**src/rtl/prom_ctrl_pkg.sv**
```systemverilog
// Shared types and defaults for the PROM access controller.
// Holds the FSM state encoding, default geometry and requester-ID type.
package prom_ctrl_pkg;

   localparam int DEF_ADDR_W    = 2;
   localparam int DEF_DATA_W    = 8;
   localparam int DEF_MAX_RETRY = 2;

   typedef enum logic [2:0] {
      IDLE,
      RD,
      RDWAIT,
      PROG,
      VRD,
      VCMP,
      RESP
   } state_t;

   typedef logic req_id_t;

   // A zero-retry build still needs a 1-bit counter to stay synthesizable
   function automatic int retry_w(input int max_retry);
      return (max_retry < 1) ? 1 : $clog2(max_retry + 1);
   endfunction

endpackage

```
**src/rtl/rr_arb2.sv**
```systemverilog
// Two-way round-robin arbiter: combinational grant, pointer updates on grant.
// Zero latency; grants only while en is high, a losing requester simply waits.
module rr_arb2
   import prom_ctrl_pkg::*;
(
   input  logic       clk,
   input  logic       rst_n,
   input  logic       en,
   input  logic [1:0] req,
   output logic [1:0] gnt,
   output req_id_t    gnt_id
);

   req_id_t last_q;
   logic    fire;

   always_comb begin
      gnt_id = 1'b0;
      if (req[0] && req[1]) begin
         gnt_id = ~last_q;
      end else if (req[1]) begin
         gnt_id = 1'b1;
      end
      fire = en && (req != 2'b00);
      gnt  = {gnt_id, ~gnt_id} & {2{fire}};
   end

   // Pointer resets to 1 so requester 0 wins the first contested grant
   always_ff @(posedge clk or negedge rst_n) begin
      if (!rst_n) begin
         last_q <= 1'b1;
      end else if (fire) begin
         last_q <= gnt_id;
      end
   end

endmodule

```
**src/rtl/prom_access_ctrl.sv**
```systemverilog
// Two-requester PROM controller: read, or program+verify with bounded retry.
// Read resp at accept+3, write at accept+4 (+3 per retry); requests wait while busy.
module prom_access_ctrl
   import prom_ctrl_pkg::*;
#(
   parameter int ADDR_W    = DEF_ADDR_W,
   parameter int DATA_W    = DEF_DATA_W,
   parameter int MAX_RETRY = DEF_MAX_RETRY
) (
   input  logic              clk,
   input  logic              rst_n,
   input  logic              req0_valid,
   input  logic              req0_write,
   input  logic [ADDR_W-1:0] req0_addr,
   input  logic [DATA_W-1:0] req0_wdata,
   output logic              req0_ready,
   input  logic              req1_valid,
   input  logic              req1_write,
   input  logic [ADDR_W-1:0] req1_addr,
   input  logic [DATA_W-1:0] req1_wdata,
   output logic              req1_ready,
   output logic              resp0_valid,
   output logic [DATA_W-1:0] resp0_rdata,
   output logic              resp0_err,
   output logic              resp1_valid,
   output logic [DATA_W-1:0] resp1_rdata,
   output logic              resp1_err,
   output logic              prom_cs,
   output logic              prom_read,
   output logic              prom_program,
   output logic [ADDR_W-1:0] prom_addr,
   output logic [DATA_W-1:0] prom_wdata,
   input  logic [DATA_W-1:0] prom_rdata,
   output logic              busy
);

   localparam int                 RETRY_W   = retry_w(MAX_RETRY);
   localparam logic [RETRY_W-1:0] RETRY_MAX = RETRY_W'(MAX_RETRY);

   state_t              state;
   req_id_t             id_q;
   logic [RETRY_W-1:0]  retry_q;

   logic                arb_en;
   logic [1:0]          gnt;
   req_id_t             gnt_id;
   logic                sel_write;
   logic [ADDR_W-1:0]   sel_addr;
   logic [DATA_W-1:0]   sel_wdata;
   logic                resp_fire;
   logic                resp_err_nxt;

   // Accept pulses are the only outputs that see req inputs; held low in reset
   assign arb_en = rst_n && (state == IDLE);

   rr_arb2 u_arb (
      .clk    (clk),
      .rst_n  (rst_n),
      .en     (arb_en),
      .req    ({req1_valid, req0_valid}),
      .gnt    (gnt),
      .gnt_id (gnt_id)
   );

   assign req0_ready = gnt[0];
   assign req1_ready = gnt[1];

   always_comb begin
      sel_write = gnt_id ? req1_write : req0_write;
      sel_addr  = gnt_id ? req1_addr  : req0_addr;
      sel_wdata = gnt_id ? req1_wdata : req0_wdata;
   end

   // Decide in RDWAIT/VCMP whether this cycle's readback completes the request
   always_comb begin
      resp_fire    = 1'b0;
      resp_err_nxt = 1'b0;
      if (state == RDWAIT) begin
         resp_fire = 1'b1;
      end else if (state == VCMP) begin
         if (prom_rdata == prom_wdata) begin
            resp_fire = 1'b1;
         end else if (retry_q == RETRY_MAX) begin
            resp_fire    = 1'b1;
            resp_err_nxt = 1'b1;
         end
      end
   end

   // PROM strobes are registered for the state being entered, so they line
   // up with RD/PROG/VRD; prom_addr/prom_wdata double as the request latch.
   always_ff @(posedge clk or negedge rst_n) begin
      if (!rst_n) begin
         state        <= IDLE;
         id_q         <= 1'b0;
         retry_q      <= '0;
         busy         <= 1'b0;
         prom_cs      <= 1'b0;
         prom_read    <= 1'b0;
         prom_program <= 1'b0;
         prom_addr    <= '0;
         prom_wdata   <= '0;
      end else begin
         prom_cs      <= 1'b0;
         prom_read    <= 1'b0;
         prom_program <= 1'b0;
         case (state)
            IDLE: begin
               if (gnt != 2'b00) begin
                  id_q      <= gnt_id;
                  retry_q   <= '0;
                  busy      <= 1'b1;
                  prom_cs   <= 1'b1;
                  prom_addr <= sel_addr;
                  if (sel_write) begin
                     state        <= PROG;
                     prom_program <= 1'b1;
                     prom_wdata   <= sel_wdata;
                  end else begin
                     state     <= RD;
                     prom_read <= 1'b1;
                  end
               end
            end
            RD:     state <= RDWAIT;
            RDWAIT: state <= RESP;
            PROG: begin
               state     <= VRD;
               prom_cs   <= 1'b1;
               prom_read <= 1'b1;
            end
            VRD:    state <= VCMP;
            VCMP: begin
               if (resp_fire) begin
                  state <= RESP;
               end else begin
                  state        <= PROG;
                  retry_q      <= retry_q + RETRY_W'(1);
                  prom_cs      <= 1'b1;
                  prom_program <= 1'b1;
               end
            end
            RESP: begin
               state <= IDLE;
               busy  <= 1'b0;
            end
            default: begin
               state <= IDLE;
               busy  <= 1'b0;
            end
         endcase
      end
   end

   always_ff @(posedge clk or negedge rst_n) begin
      if (!rst_n) begin
         resp0_valid <= 1'b0;
         resp0_rdata <= '0;
         resp0_err   <= 1'b0;
         resp1_valid <= 1'b0;
         resp1_rdata <= '0;
         resp1_err   <= 1'b0;
      end else begin
         resp0_valid <= resp_fire && (id_q == 1'b0);
         resp1_valid <= resp_fire && (id_q == 1'b1);
         if (resp_fire && (id_q == 1'b0)) begin
            resp0_rdata <= prom_rdata;
            resp0_err   <= resp_err_nxt;
         end
         if (resp_fire && (id_q == 1'b1)) begin
            resp1_rdata <= prom_rdata;
            resp1_err   <= resp_err_nxt;
         end
      end
   end

endmodule
```
**config.mk**
```make
export PLATFORM = sky130hd
export DESIGN_NAME = prom_access_ctrl
export DESIGN_NICKNAME = d
export VERILOG_FILES = /design/src/rtl/prom_ctrl_pkg.sv /design/src/rtl/rr_arb2.sv /design/src/rtl/prom_access_ctrl.sv
export SDC_FILE = /design/constraint.sdc
export NUM_CORES = 1
export LEC_CHECK = 0
export ABC_AREA = 1
export BUFFER_PORTS_ARGS = -buffer_cell sky130_fd_sc_hd__clkbuf_2
export CORE_MARGIN = 10
export CORE_UTILIZATION = 50
export DETAILED_ROUTE_END_ITERATION = 16
export PLACE_DENSITY = 0.9
export SYNTH_ARGS = -nofsm -noshare
export SYNTH_HDL_FRONTEND = slang
export SYNTH_SLANG_ARGS = --single-unit
```
**constraint.sdc**
```tcl
create_clock -name clk -period 1.7 [get_ports clk]
set_input_delay 0.085 -clock clk [delete_from_list [all_inputs] [get_ports clk]]
set_output_delay 0.085 -clock clk [all_outputs]
set_load 0.05 [all_outputs]
```
# Yosys cells after proc, flatten, opt, wreduce, memory -nomap -nowiden
# Index checks and enable logic that the tools add are counted.
# word_totals
ff_bits	41
inputBits	34
out_inout_bits	36
word_cells	75
# op_classes
addsub	1
n_eq_ne	9
mux	30
bitwise_logic	5
n_reduce_logical	14
# op_table
op	n
3-bit one-hot mux with 6 select lines	1
1-bit two-way mux	17
8-bit equality test	1
2-bit two-way mux	4
8-bit two-way mux	1
3-bit by 2-bit equality test with 1-bit output, second input constant	2
3-bit equality test, second input constant	2
3-bit two-way mux	2
1-bit one-hot mux with 2 select lines	3
3-bit AND reduction	2
2-bit nonzero test	3
1-bit logical AND	5
5-bit OR reduction	1
1-bit NOT	4
2-bit one-hot mux with 2 select lines	1
2-bit AND reduction	2
3-bit by 1-bit equality test with 1-bit output, second input constant	1
3-bit logical NOT	1
1-bit one-hot mux with 3 select lines	1
2-bit by 1-bit adder with 2-bit output, second input constant	1
2-bit AND	1
2-bit equality test, second input constant	1
2-bit by 1-bit inequality test with 1-bit output, second input constant	1
2-bit inequality test, second input constant	1

# Depth between registers and ports, before layout
# depth
depth_word	7
depth_mapped	11
ltp_nobuf	11

# By module
# A second synthesis with hierarchy kept.
# hier_totals
hier_cells	253
area_unflattened_um2	2088.3
# by_module_without_submodules
module	n_inst	cells_per_inst	area_per_inst_um2	seq_area_each_um2
prom_access_ctrl	1	243	2019.4	1001.0
rr_arb2	1	10	68.8	26.3

# Worst setup path after synthesis
# Ideal clock, no wire load.
# synth_path
path_kind	register -> register
from	reg state[1]
to	reg id_q
arrival_time_ns	1.733
required_ns	1.631
setup_slack_ns	-0.102
path_stages_with_launch	8
path_buffers	0
synth_period_minus_slack_ns	1.802
path_cell_list	dfrtp_1 inv_4 nand2_4 nor2_4 nand2_1 nor2_1 inv_1 nand2_1
# synth_between
elab_chain_len	6
# synth_rtl
element	line_no	rtl
from (decl)	prom_access_ctrl.sv:40	state_t state;
from (signal assigned)	prom_access_ctrl.sv:94	state <= IDLE;
from (signal assigned)	prom_access_ctrl.sv:116	state <= PROG;
from (signal assigned)	prom_access_ctrl.sv:120	state <= RD;
3-bit logical NOT	prom_access_ctrl.sv:54	assign arb_en = rst_n && (state == IDLE);
1-bit logical AND	prom_access_ctrl.sv:54	
1-bit logical AND	rr_arb2.sv:24	fire = en && (req != 2'b00);
2-bit AND	rr_arb2.sv:25	gnt = {gnt_id, ~gnt_id} & {2{fire}};
via req1_ready	prom_access_ctrl.sv:21	output logic req1_ready,
2-bit nonzero test	prom_access_ctrl.sv:109	if (gnt != 2'b00) begin
2-bit AND reduction (no line)	--	
to (signal assigned)	prom_access_ctrl.sv:110	id_q <= gnt_id;
to (decl)	prom_access_ctrl.sv:41	req_id_t id_q;
# The timed path passes the listed nets, and every way through them passes these cells.
# A chain may end at the register's enable or synchronous reset.

# Worst setup path in the final report
# layout_path
from	reg state[1]
to	out req1_ready
# layout_between
elab_chain_len	4
# layout_rtl
element	line_no
3-bit logical NOT	prom_access_ctrl.sv:54
1-bit logical AND	prom_access_ctrl.sv:54
1-bit logical AND	rr_arb2.sv:24
2-bit AND	rr_arb2.sv:25
to (decl)	prom_access_ctrl.sv:21
# Every way passes these cells.

==> metrics.txt <==
total CTS buffers=5; Rows=23; Core ar.=0.004029 mm²; status=finished, final reports clean; post-synthesis compound-gate area fraction=0.05156; Placement Setup Slack=121.6 ps; Initial Util=0.5180; Int Pwr=2.853 mW; Crit path required time=1620 ps; Worst-Skew Late Latency=290 ps; endpoints failing setup=0; crit share post-route=0.9601; most used routing layer in global routing=met2; worst-margin pin slew=392.8 ps; gpl congestion=0.8196; Worst Setup Slack, final=67.87 ps; die area=0.007158 mm²; Die Height=84.61 µm; post-synthesis adder-cell area fraction=0.01799; startpoint types=register; ys flop type=dfrtp_1; RSZ-0062 raised after global routing=yes; Avg Vias per Cell=4.898; largest net degree at the start of global routing=31; Cell Area, Synth=0.002087 mm²; Leakage=1.610 nW; Seq/Total Area, Yosys=0.4922; Sw Ratio=0.5116; power per cell area=2110 mW/mm²; fin util=0.6873; Detailed Route WL=5387 µm; vias in the first global route=1,986; GRT overflow=0; Rel. slew slack=0.7381; initial antenna violation count=0; final instance area=0.002769 mm²; CTS max path bufs=2; Layout Skew=4.893 ps; critical path class=reg -> out; Simple-Gate Fraction of Synth Area=0.3537; asr flop ratio synth=1.000; synthesized instance count=244; GR Util All Layers=0.1498; M2 GR Usage=0.2539; Max Fclk=0.6127 GHz; mux share of post-synthesis cell area=0; port bufs=69; clk slew on worst S/H paths=80 ps; flops & latches, synth=41; CTS tree=yes; min-delay worst type=in -> reg; largest family of logic cells by synthesized area=simple AND/OR/NAND/NOR gates; first-pass GRT wire length=9052 µm; dpl hpwl=4076 µm; Final Max Slew Viols=0; synth warn=0; GRT met1 Usage=0.1709; CTS root buffer=clkbuf_8; Sequential Power Share=0.289; maxcap violations=0; Period minus WS final=1632 ps; P_sw=2.989 mW; DRC viols=0; drt initial violations=110; syn avg cell area=8.553 µm²; xor and xnor area share after synthesis=0.01259; IR drop worst, VDD=1.118 mV; hold_ws=13.97 ps; drt wl/cell=14.14 µm; Non-Filler Instances=381; Post-Syn Nets=281; post-route ant nets=0; Die W=84.61 µm; number of H-tree levels=2; Critical Path End Type=output pin; count of final hold-check violations=0; crit-path max FO=5; antenna diode count=0; First-pass DRT Iterations=4; Via Count=1,866; Clock Sinks=41; placed insts=361; share of cells above drive strength 1=0.3444; crit path DAT=1550 ps; synthesis-to-layout area growth=32.67%; final net count=367; combinational share of power=0.555; IO Pins=70; Clock Power Share=0.156; Placement Cell Area=0.002476 mm²; Netlist cell types=30; grt met3 use=0.04831; Post-synth EDFFs=0
metrics by stage:
| step | setup TNS [ps] | total power, mW |
|---|---|---|
| 4_1_cts | 0 | 5.762 |
| 3_5_place_dp | 0 | 4.758 |
| 3_3_place_gp | 0 | 4.651 |
| 6_report | 0 | 5.842 |
| 2_1_floorplan | 0 | 4.037 |
| 5_1_grt | -93.00 | 6.219 |
synth_stat cells (2+ instances only):
master / number / area share
inv_1: 17 / 0.031
nor2_8: 2 / 0.019
nand3_4: 2 / 0.017
nand4_1: 2 / 0.0060
nor3_1: 2 / 0.0048
nor2_1: 15 / 0.027
inv_4: 2 / 0.0060
nand2_1: 98 / 0.18
nand2_2: 3 / 0.0090
ha_1: 3 / 0.018
inv_2: 3 / 0.0054
a31oi_1: 7 / 0.021
nand2_4: 4 / 0.022
buf_6: 3 / 0.016
a31oi_2: 2 / 0.012
nand3_1: 23 / 0.055
dfrtp_1: 40 / 0.48
o21ai_0: 2 / 0.0048
xnor2_1: 3 / 0.013
what timing repair did:
| item | CTS | global route |
|---|---|---|
| hold endpoints to repair | 12 | 0 |
| hold buffers | 3 | 0 |
| pin swaps | 0 | 1 |
| resized for setup | 3 | 2 |
| buffers inserted | 4 | 4 |
| setup endpoints to repair | 2 | 28 |
| cloned | 0 | 1 |
cells in the final DEF (no fill, tap or decap):
cell type       n
nor3_1          2
nand2_2         3
a31oi_2         2
o21ai_0         2
dfstp_2         1
dlygate4sd3_1   3
clkbuf_8        6
clkinv_2        1
clkbuf_2       67
a21oi_2         1
clkinv_1        1
inv_2           3
dfrtp_2         1
nor2_8          2
buf_12          4
a31oi_1         7
nand3_4         2
nand4_1         2
inv_4           2
a21boi_1        1
o31ai_1         1
nor2_1         14
inv_1          17
buf_4           8
xnor2_1         3
dfrtp_1        39
nor2_4          4
nand2_1        98
nand3_1        23
nand2_4         4
bufinv_16       2
o21ai_1         1
nand3b_4        1
ha_1            3
logic make-up after synthesis:
family	count (synthesis)
fa+ha+maj	3
flops	41
xor+xnor	3
buf+inv	28
simple gates	154
compound gates	15
layer usage:
layer / vias up / routed length, µm
met5: - / 0
met4: 0 / 93
met3: 9 / 395
met2: 63 / 2731
met1: 849 / 2167
li1: 945 / -
worst paths after layout:
check                           cells after the start                    endpoint                        from  slack [ps]
worst max-delay path                                6                  req1_ready        state[1]$_DFFE_PN0P_          70
worst min-delay path                                3    prom_addr[0]$_DFFE_PN0P_                req1_addr[0]          10
worst max register to register                      8  resp1_rdata[2]$_DFFE_PN0P_   prom_wdata[6]$_DFFE_PN0P_          80
worst min register to register                      2  resp1_rdata[1]$_DFFE_PN0P_  resp1_rdata[1]$_DFFE_PN0P_         470
max in group asynchronous                           3        state[1]$_DFFE_PN0P_                       rst_n         720
min in group asynchronous                           2    prom_addr[1]$_DFFE_PN0P_                       rst_n         250
registers in the layout (all words and copies together), names as in the netlist, 2 cells and up:
name,flops
prom_addr,2
prom_wdata,8
resp0_rdata,8
resp1_rdata,8
retry_q,2
state,3
worst max-delay path, stage by stage (launching register included):
cell and delay (ps):
dfrtp_2 450, inv_4 90, nand2_4 60, nor2_4 180, nand2_1 130, nor2_4 140
clkbuf_8 200
cell type report:
| cell class | instances | area [µm²] |
|---|---|---|
| fillers | 327 | 1260 |
| well taps | 50 | 62.56 |
| clock buffers | 5 | 68.82 |
| inverters | 23 | 91.34 |
| flip-flops and latches | 41 | 1028 |
| clock inverters | 3 | 65.06 |
| multi-input cells | 176 | 933.4 |
| repair buffers | 83 | 519.2 |
power by group through the flow:
stage / clock network, mW / logic [mW] / registers (mW)
after floorplan: 0 / 1.18 / 2.86
final: 0.911 / 3.24 / 1.69
after CTS: 0.931 / 3.14 / 1.69
after global placement: 0 / 2.97 / 1.68
after detailed placement: 0 / 3.05 / 1.71
after global routing: 0.965 / 3.51 / 1.75
Note: power is estimated with default switching activity, not from simulation.
